$ cat config.mk
export PLATFORM = sky130hd
export DESIGN_NAME = tse_reg_responder
export DESIGN_NICKNAME = d
export VERILOG_FILES = /design/src/rtl/tse_reg_responder.sv
export SDC_FILE = /design/constraint.sdc
export NUM_CORES = 1
export LEC_CHECK = 0
export CORE_ASPECT_RATIO = 1.5
export CORE_MARGIN = 1.5
export CORE_UTILIZATION = 45
export DETAILED_ROUTE_END_ITERATION = 6
export PLACE_DENSITY = 0.77
export SETUP_SLACK_MARGIN = 0.4
export SYNTH_ARGS = -nofsm -noshare
export SYNTH_HDL_FRONTEND = slang
export SYNTH_SLANG_ARGS = --single-unit
$ cat constraint.sdc
create_clock -name clk -period 2.9 [get_ports clk]
set_input_delay 0.725 -clock clk [delete_from_list [all_inputs] [get_ports clk]]
set_output_delay 0.725 -clock clk [all_outputs]
set_load 0.02 [all_outputs]
$ cat src/rtl/tse_reg_responder.sv
// Register-slave end of the TSE MAC control interface.
// Answers single-cycle rd/wr strobes, holds the MAC control registers and
// applies a fixed reg_busy hold-off after every accepted access.
module tse_reg_responder #(
   parameter int unsigned WAIT_CYCLES  = 2,
   parameter logic [31:0] REV_VALUE    = 32'h0000_0901,
   parameter logic [31:0] CMD_CFG_RST  = 32'h0000_0000,
   parameter logic [7:0]  ADDR_REV     = 8'h00,
   parameter logic [7:0]  ADDR_SCRATCH = 8'h01,
   parameter logic [7:0]  ADDR_CMD_CFG = 8'h02,
   parameter logic [7:0]  ADDR_MAC_LO  = 8'h03,
   parameter logic [7:0]  ADDR_MAC_HI  = 8'h04
) (
   input  logic        clk,
   input  logic        rst,
   input  logic [31:0] reg_data_in,
   input  logic [7:0]  reg_addr,
   input  logic        reg_rd,
   input  logic        reg_wr,
   output logic [31:0] reg_data_out,
   output logic        reg_busy,
   output logic [47:0] mac_addr,
   output logic [31:0] cmd_config,
   output logic        cfg_update,
   output logic        mac_valid,
   output logic        proto_err
);

   localparam bit         HasWait = (WAIT_CYCLES != 0);
   localparam logic [3:0] CntLoad = HasWait ? 4'(WAIT_CYCLES - 1) : 4'd0;

   typedef enum logic [0:0] {StIdle, StBusy} state_e;

   state_e      state_q, state_d;
   logic [3:0]  cnt_q, cnt_d;

   logic [31:0] rdata_q, rdata_d;
   logic [47:0] mac_q, mac_d;
   logic [31:0] cmd_q, cmd_d;
   logic [31:0] scratch_q, scratch_d;
   logic        upd_q, upd_d;
   logic        lo_seen_q, lo_seen_d;
   logic        hi_seen_q, hi_seen_d;
   logic        perr_q, perr_d;

   logic        any_strobe;
   logic        accept;
   logic        wr_acc;
   logic        rd_acc;
   logic [31:0] rd_mux;

   assign any_strobe = reg_rd | reg_wr;
   assign accept     = (state_q == StIdle) & any_strobe;
   assign wr_acc     = accept & reg_wr;
   // A simultaneous rd+wr keeps only the write.
   assign rd_acc     = accept & reg_rd & ~reg_wr;

   // FSM state and wait counter register
   always_ff @(posedge clk) begin
      if (!rst) begin
         state_q <= StIdle;
         cnt_q   <= 4'd0;
      end else begin
         state_q <= state_d;
         cnt_q   <= cnt_d;
      end
   end

   // FSM next state: hold off for WAIT_CYCLES cycles after each accept
   always_comb begin
      state_d = state_q;
      cnt_d   = cnt_q;
      case (state_q)
         StIdle: begin
            if (accept && HasWait) begin
               state_d = StBusy;
               cnt_d   = CntLoad;
            end
         end
         StBusy: begin
            if (cnt_q == 4'd0) begin
               state_d = StIdle;
            end else begin
               cnt_d = cnt_q - 4'd1;
            end
         end
         default: state_d = StIdle;
      endcase
   end

   // FSM outputs
   always_comb begin
      reg_busy = (state_q == StBusy);
   end

   // Read data mux; exact 8-bit address compare, unmapped reads return 0
   always_comb begin
      rd_mux = 32'h0;
      if (reg_addr == ADDR_REV) begin
         rd_mux = REV_VALUE;
      end else if (reg_addr == ADDR_SCRATCH) begin
         rd_mux = scratch_q;
      end else if (reg_addr == ADDR_CMD_CFG) begin
         rd_mux = cmd_q;
      end else if (reg_addr == ADDR_MAC_LO) begin
         rd_mux = mac_q[31:0];
      end else if (reg_addr == ADDR_MAC_HI) begin
         rd_mux = {16'h0, mac_q[47:32]};
      end
   end

   // Register file next state: writes, read capture and sticky flags
   always_comb begin
      rdata_d   = rdata_q;
      mac_d     = mac_q;
      cmd_d     = cmd_q;
      scratch_d = scratch_q;
      upd_d     = 1'b0;
      lo_seen_d = lo_seen_q;
      hi_seen_d = hi_seen_q;
      perr_d    = perr_q;

      if (wr_acc) begin
         if (reg_addr == ADDR_SCRATCH) begin
            scratch_d = reg_data_in;
         end else if (reg_addr == ADDR_CMD_CFG) begin
            cmd_d = reg_data_in;
            upd_d = 1'b1;
         end else if (reg_addr == ADDR_MAC_LO) begin
            mac_d[31:0] = reg_data_in;
            lo_seen_d   = 1'b1;
         end else if (reg_addr == ADDR_MAC_HI) begin
            mac_d[47:32] = reg_data_in[15:0];
            hi_seen_d    = 1'b1;
         end
      end

      if (rd_acc) begin
         rdata_d = rd_mux;
      end

      // Strobes during hold-off, or rd+wr together, are handshake violations.
      if ((reg_busy && any_strobe) || (accept && reg_rd && reg_wr)) begin
         perr_d = 1'b1;
      end
   end

   // Register file state
   always_ff @(posedge clk) begin
      if (!rst) begin
         rdata_q   <= 32'h0;
         mac_q     <= 48'h0;
         cmd_q     <= CMD_CFG_RST;
         scratch_q <= 32'h0;
         upd_q     <= 1'b0;
         lo_seen_q <= 1'b0;
         hi_seen_q <= 1'b0;
         perr_q    <= 1'b0;
      end else begin
         rdata_q   <= rdata_d;
         mac_q     <= mac_d;
         cmd_q     <= cmd_d;
         scratch_q <= scratch_d;
         upd_q     <= upd_d;
         lo_seen_q <= lo_seen_d;
         hi_seen_q <= hi_seen_d;
         perr_q    <= perr_d;
      end
   end

   assign reg_data_out = rdata_q;
   assign mac_addr     = mac_q;
   assign cmd_config   = cmd_q;
   assign cfg_update   = upd_q;
   assign mac_valid    = lo_seen_q & hi_seen_q;
   assign proto_err    = perr_q;

endmodule

# Word-level counts from Yosys, hierarchy flattened
# Cells that the tools add are included.
# totals
reg_bits	153
in_bits	44
output_inout_bits	116
word_cells	55
# op_classes
add_sub_neg	1
n_eq_ne	6
mux	12
bitwise_logic	13
n_reduce_logical	12
# ops
cell	n
32-bit 2-to-1 mux	4
8-bit by 2-bit == test with 1-bit output (second input constant)	2
16-bit 2-to-1 mux	1
8-bit by 1-bit == test with 1-bit output (second input constant)	1
8-bit by 3-bit == test with 1-bit output (second input constant)	1
8-bit logical NOT	1
4-bit 2-to-1 mux	2
4-bit one-hot mux with 2 select lines	1
1-bit NOT	7
1-bit AND	5
5-bit AND reduction	1
4-bit logical NOT	1
2-bit inequality test (second input constant)	2
2-bit AND reduction	2
4-bit AND reduction	1
4-bit by 1-bit subtractor with 4-bit output (second input constant)	1
1-bit logical AND	3
1-bit 2-to-1 mux	3
3-bit AND reduction	1
3-bit OR reduction	1
1-bit one-hot mux with 2 select lines	1
1-bit logical OR	1
1-bit bitwise OR	1

# Longest topological paths before layout
# depth
ltp_word	6
mapped_depth	7
depth_no_buf	6

# Worst setup path before layout
# No wires, ideal clock.
# synth_path
kind	input to register
start	in reg_addr[5]
end	reg rdata_q[22], in the netlist reg_data_out[22]
setup_time_ns	0.119
t_arrival_ns	2.090
required_ns	2.781
slack_ns	0.691
stages	6
n_path_buf	2
path_cell_list	nor4_4 > or4b_1 > buf_2 > buf_2 > o221ai_1 > o21ai_1
# synth_via
elab_chain_cells	5
word_cells_on_any_way	8
cone_classes	eq/ne (3); mux (4); reduce/logical (1)
# synth_lines
item	line	source
start, declared	17	input logic [7:0] reg_addr,
8-bit by 2-bit == test with 1-bit output	105	end else if (reg_addr == ADDR_MAC_LO) begin
32-bit 2-to-1 mux	105	
32-bit 2-to-1 mux	103	end else if (reg_addr == ADDR_CMD_CFG) begin
32-bit 2-to-1 mux	101	end else if (reg_addr == ADDR_SCRATCH) begin
32-bit 2-to-1 mux *	99	if (reg_addr == ADDR_REV) begin
end signal, assigned	160	rdata_q <= rdata_d;
end, declared	37	logic [31:0] rdata_q, rdata_d;
# Mark *: on every way between the ends. The rest lies on a longest branch, timed or not.
# A chain may end at the register's enable or synchronous reset.

# Worst setup path in the final report
# layout_path
start	in reg_addr[5]
end	reg rdata_q[19], in the netlist reg_data_out[19]
# The elaborated chain is that of the path after synthesis.

==> load_flow_metrics.sql <==
INSERT INTO impl_metrics (metric_group, metric, value, unit) VALUES
('sta', 'summed_negative_setup_slack_over_all_endpoints', '0', 'ns'),
('setup_path', 'setup.worst_path.end_class', 'flip-flop', ''),
('synthesis', 'post_synthesis_mean_instance_area', '8.72', 'sq um'),
('setup_path', 'r2r-end', 'cnt_q[3]', ''),
('setup_path', 'max_stage_delay', '0.64', 'ns'),
('clock_tree', 'cts_max_level', '4', ''),
('route', 'detail_route.drc_violations', '0', ''),
('grt', 'grt_first_pass_wirelength', '27900', 'microns'),
('setup_path', 'r2r_cells', '6', ''),
('synthesis', 'synthesis.yosys.warnings', '0', ''),
('clock_tree', 'clk_root_buffer_cell', 'sky130_fd_sc_hd__clkbuf_16', ''),
('grt', 'antenna_found_initial', '0', ''),
('sta', 'max_freq', '435', 'MHz'),
('sta', 'unrepaired_setup_endpoints_after_global_routing', 'false', ''),
('sta', 'final-max-slew-violation-count', '0', ''),
('grt', 'pin_count_of_the_biggest_net_entering_global_routing', '148', ''),
('setup_path', 'timing.critical_path.slowest_stage_cell', 'sky130_fd_sc_hd__or3_1', ''),
('setup_path', 'type_of_the_worst_setup_path', 'in2reg', ''),
('placed_design', 'place_congestion', '0.845', ''),
('power', 'cell_internal_pwr', '3.70', 'mW'),
('power', 'comb_power_share', '0.060', ''),
('min_path', 'worst_hold_path.endpoint', 'reg_data_out[28]', ''),
('setup_path', 'crit_fanout', '16', ''),
('route', 'vias', '5699', ''),
('route', 'initialDrtViolationCount', '276', ''),
('status', 'status', 'complete, no violations', ''),
('finish', 'post_route_cells_drive_above_1_share', '0.0874', ''),
('placed_design', 'place.detailed.hpwl', '11300', 'microns'),
('clock_tree', 'tritoncts.num_buffers', '17', ''),
('route', 'detailedRoute.firstPassIterationCount', '5', ''),
('finish', 'number_of_standard_cells_in_the_layout_taps_in_and_fillers_out', '980', ''),
('min_path', 'worstHoldStart', 'reg_data_out[28]', ''),
('sta', 'report.final.hold_viol_count', '0', ''),
('route', 'route.detailed.vias_per_inst', '5.82', ''),
('setup_path', 'start_kind', 'input pin', ''),
('sta', 'layout_worst_path_cycle_share', '0.793', ''),
('finish', 'diodes', '0', ''),
('clock_tree', 'cts_resized', '0', ''),
('route', 'routed_wire_length_per_instance', '18.0', 'microns'),
('sta', 'tightest_slew', '0.852', 'ns'),
('die', 'die_height', '143', 'microns'),
('synthesis', 'gate_count_of_the_mapped_netlist', '673', ''),
('route', 'detail-route-antenna-nets', '0', ''),
('grt', 'vias_in_the_first_global_route', '5684', ''),
('die', 'die_w', '96.2', 'microns'),
('finish', 'synthesis_to_finish_area_growth', '40.7', '%'),
('synthesis', 'synth_register_bits', '153', ''),
('setup_path', 'required', '3.23', 'ns'),
('power', 'net-switching-power', '1.07', 'mW'),
('die', 'floorplan_die_area', '13700', 'sq um'),
('clock_tree', 'cts_num_sinks', '153', ''),
('synthesis', 'mappedNetlistArea', '5870', 'sq um'),
('power', 'power_switching_share', '0.224', ''),
('grt', 'globalRouteTotalUtil', '0.267', ''),
('sta', 'worst_clock_skew', '0.00801', 'ns'),
('setup_path', 'buf_inv_on_cp', '2', ''),
('setup_path', 'cp_top_family', 'simple AND/OR/NAND/NOR gates', ''),
('synthesis', 'synth-seq-area-share', '0.522', ''),
('sta', 'period_needed', '2.30', 'ns'),
('clock_tree', 'cts_tree', 'done', ''),
('placed_design', 'number_of_buffers_added_on_ports', '159', ''),
('min_path', 'hold_path.class', 'reg2reg', ''),
('finish', 'layout_commonest_cell', 'sky130_fd_sc_hd__clkdlybuf4s50_1', ''),
('placed_design', 'placed_area', '7620', 'sq um'),
('synthesis', 'ys_types', '37', ''),
('finish', 'finalNetCount', '856', ''),
('synthesis', 'synthesis.nets', '718', ''),
('finish', 'final_cell_area', '8260', 'sq um'),
('sta', 'max-slew-margin-rel', '0.431', ''),
('flow_run', 'cap_violations', '0', ''),
('clock_tree', 'clk-insertion-delay-late', '0.42', 'ns');
-- worst max-delay path by stage --
stage           startpoint                to  cells past startpoint
6_report       reg_addr[5]  reg_data_out[19]                      6
5_1_grt        reg_addr[5]  reg_data_out[19]                      6
4_1_cts           reg_busy          reg_busy                      1
3_5_place_dp   reg_addr[5]  reg_data_out[17]                      6
3_3_place_gp   reg_addr[5]  reg_data_out[16]                      6
2_1_floorplan  reg_addr[5]  reg_data_out[22]                      6
-- power by group through the flow --
stage	logic, mW	registers [mW]	clock network, mW
3_5_place_dp	0.284	2.17	0
5_1_grt	0.311	2.12	2.50
6_report	0.287	2.12	2.37
4_1_cts	0.285	2.12	2.39
2_1_floorplan	0.149	2.17	0
3_3_place_gp	0.274	2.17	0
-- kinds of logic (layout without fill, tap and decap cells) --
| family | count (synthesis) | count (layout) | share of synthesized area |
|---|---|---|---|
| fa+ha+maj | 2 | 2 | 0.00384 |
| mux | 15 | 15 | 0.0281 |
| simple gates | 214 | 214 | 0.179 |
| buf+inv | 70 | 221 | 0.0458 |
| compound gates | 219 | 219 | 0.221 |
| flops | 153 | 153 | 0.522 |
-- synthesized netlist by cell type --
cell,n,area share
sky130_fd_sc_hd__a211oi_1,2,0.0026
sky130_fd_sc_hd__a21boi_0,1,0.0013
sky130_fd_sc_hd__a21o_1,16,0.020
sky130_fd_sc_hd__a21oi_1,20,0.017
sky130_fd_sc_hd__a221oi_1,15,0.022
sky130_fd_sc_hd__a22o_1,1,0.0015
sky130_fd_sc_hd__a22oi_1,1,0.0013
sky130_fd_sc_hd__and3_1,1,0.0011
sky130_fd_sc_hd__and3b_1,1,0.0015
sky130_fd_sc_hd__buf_1,14,0.0090
sky130_fd_sc_hd__buf_2,5,0.0043
sky130_fd_sc_hd__clkbuf_1,42,0.027
sky130_fd_sc_hd__dfxtp_1,153,0.52
sky130_fd_sc_hd__ha_1,1,0.0021
sky130_fd_sc_hd__inv_1,9,0.0058
sky130_fd_sc_hd__maj3_1,1,0.0017
sky130_fd_sc_hd__mux2_2,12,0.023
sky130_fd_sc_hd__mux2i_1,3,0.0051
sky130_fd_sc_hd__nand2_1,70,0.045
sky130_fd_sc_hd__nand2b_1,1,0.0011
sky130_fd_sc_hd__nand3_1,112,0.096
sky130_fd_sc_hd__nand3b_1,1,0.0013
sky130_fd_sc_hd__nand4b_1,5,0.0075
sky130_fd_sc_hd__nor2_1,8,0.0051
sky130_fd_sc_hd__nor2b_1,3,0.0032
sky130_fd_sc_hd__nor3_1,1,0.00085
sky130_fd_sc_hd__nor3b_1,3,0.0038
sky130_fd_sc_hd__nor3b_2,1,0.0021
sky130_fd_sc_hd__nor4_4,1,0.0036
sky130_fd_sc_hd__o21ai_0,126,0.11
sky130_fd_sc_hd__o21ai_1,8,0.0068
sky130_fd_sc_hd__o21bai_1,1,0.0013
sky130_fd_sc_hd__o221ai_1,16,0.024
sky130_fd_sc_hd__o31ai_1,12,0.015
sky130_fd_sc_hd__or3_1,4,0.0043
sky130_fd_sc_hd__or3b_2,1,0.0015
sky130_fd_sc_hd__or4b_1,1,0.0017
-- worst reg2reg max path: stages (launching register included) --
cell and delay [ns]:
sky130_fd_sc_hd__dfxtp_1 0.33, sky130_fd_sc_hd__inv_1 0.09, sky130_fd_sc_hd__ha_1 0.16, sky130_fd_sc_hd__or3b_2 0.48
sky130_fd_sc_hd__a21boi_0 0.58, sky130_fd_sc_hd__o21ai_0 0.21, sky130_fd_sc_hd__a21oi_1 0.14
-- area by class of cell --
| cell class | count | area [sq um] |
|---|---|---|
| fill | 1034 | 4320 |
| sequential | 153 | 3060 |
| multi-input combinational | 450 | 2550 |
| timing repair buffer | 180 | 1780 |
| clock buffer | 18 | 439 |
| clock inverter | 14 | 196 |
| tap | 156 | 195 |
| inverter | 9 | 33.8 |
-- flip-flops by register name, indices dropped and copies added (netlist names) --
signal,cells
reg_busy,1
scratch_q,32
proto_err,1
cnt_q,4
hi_seen_q,1
reg_data_out,32
cfg_update,1
cmd_config,32
mac_addr,48
lo_seen_q,1
-- per-layer routing --
metal  global-route usage  share of wire  vias to the layer above
li1                     -              -                     2713
met1                0.285           0.38                     2718
met2                0.479           0.53                      228
met3               0.0703          0.066                       40
met4                0.118          0.020                        0
met5                    0              0                        -
No activity file was read; power rests on OpenSTA's default activity.
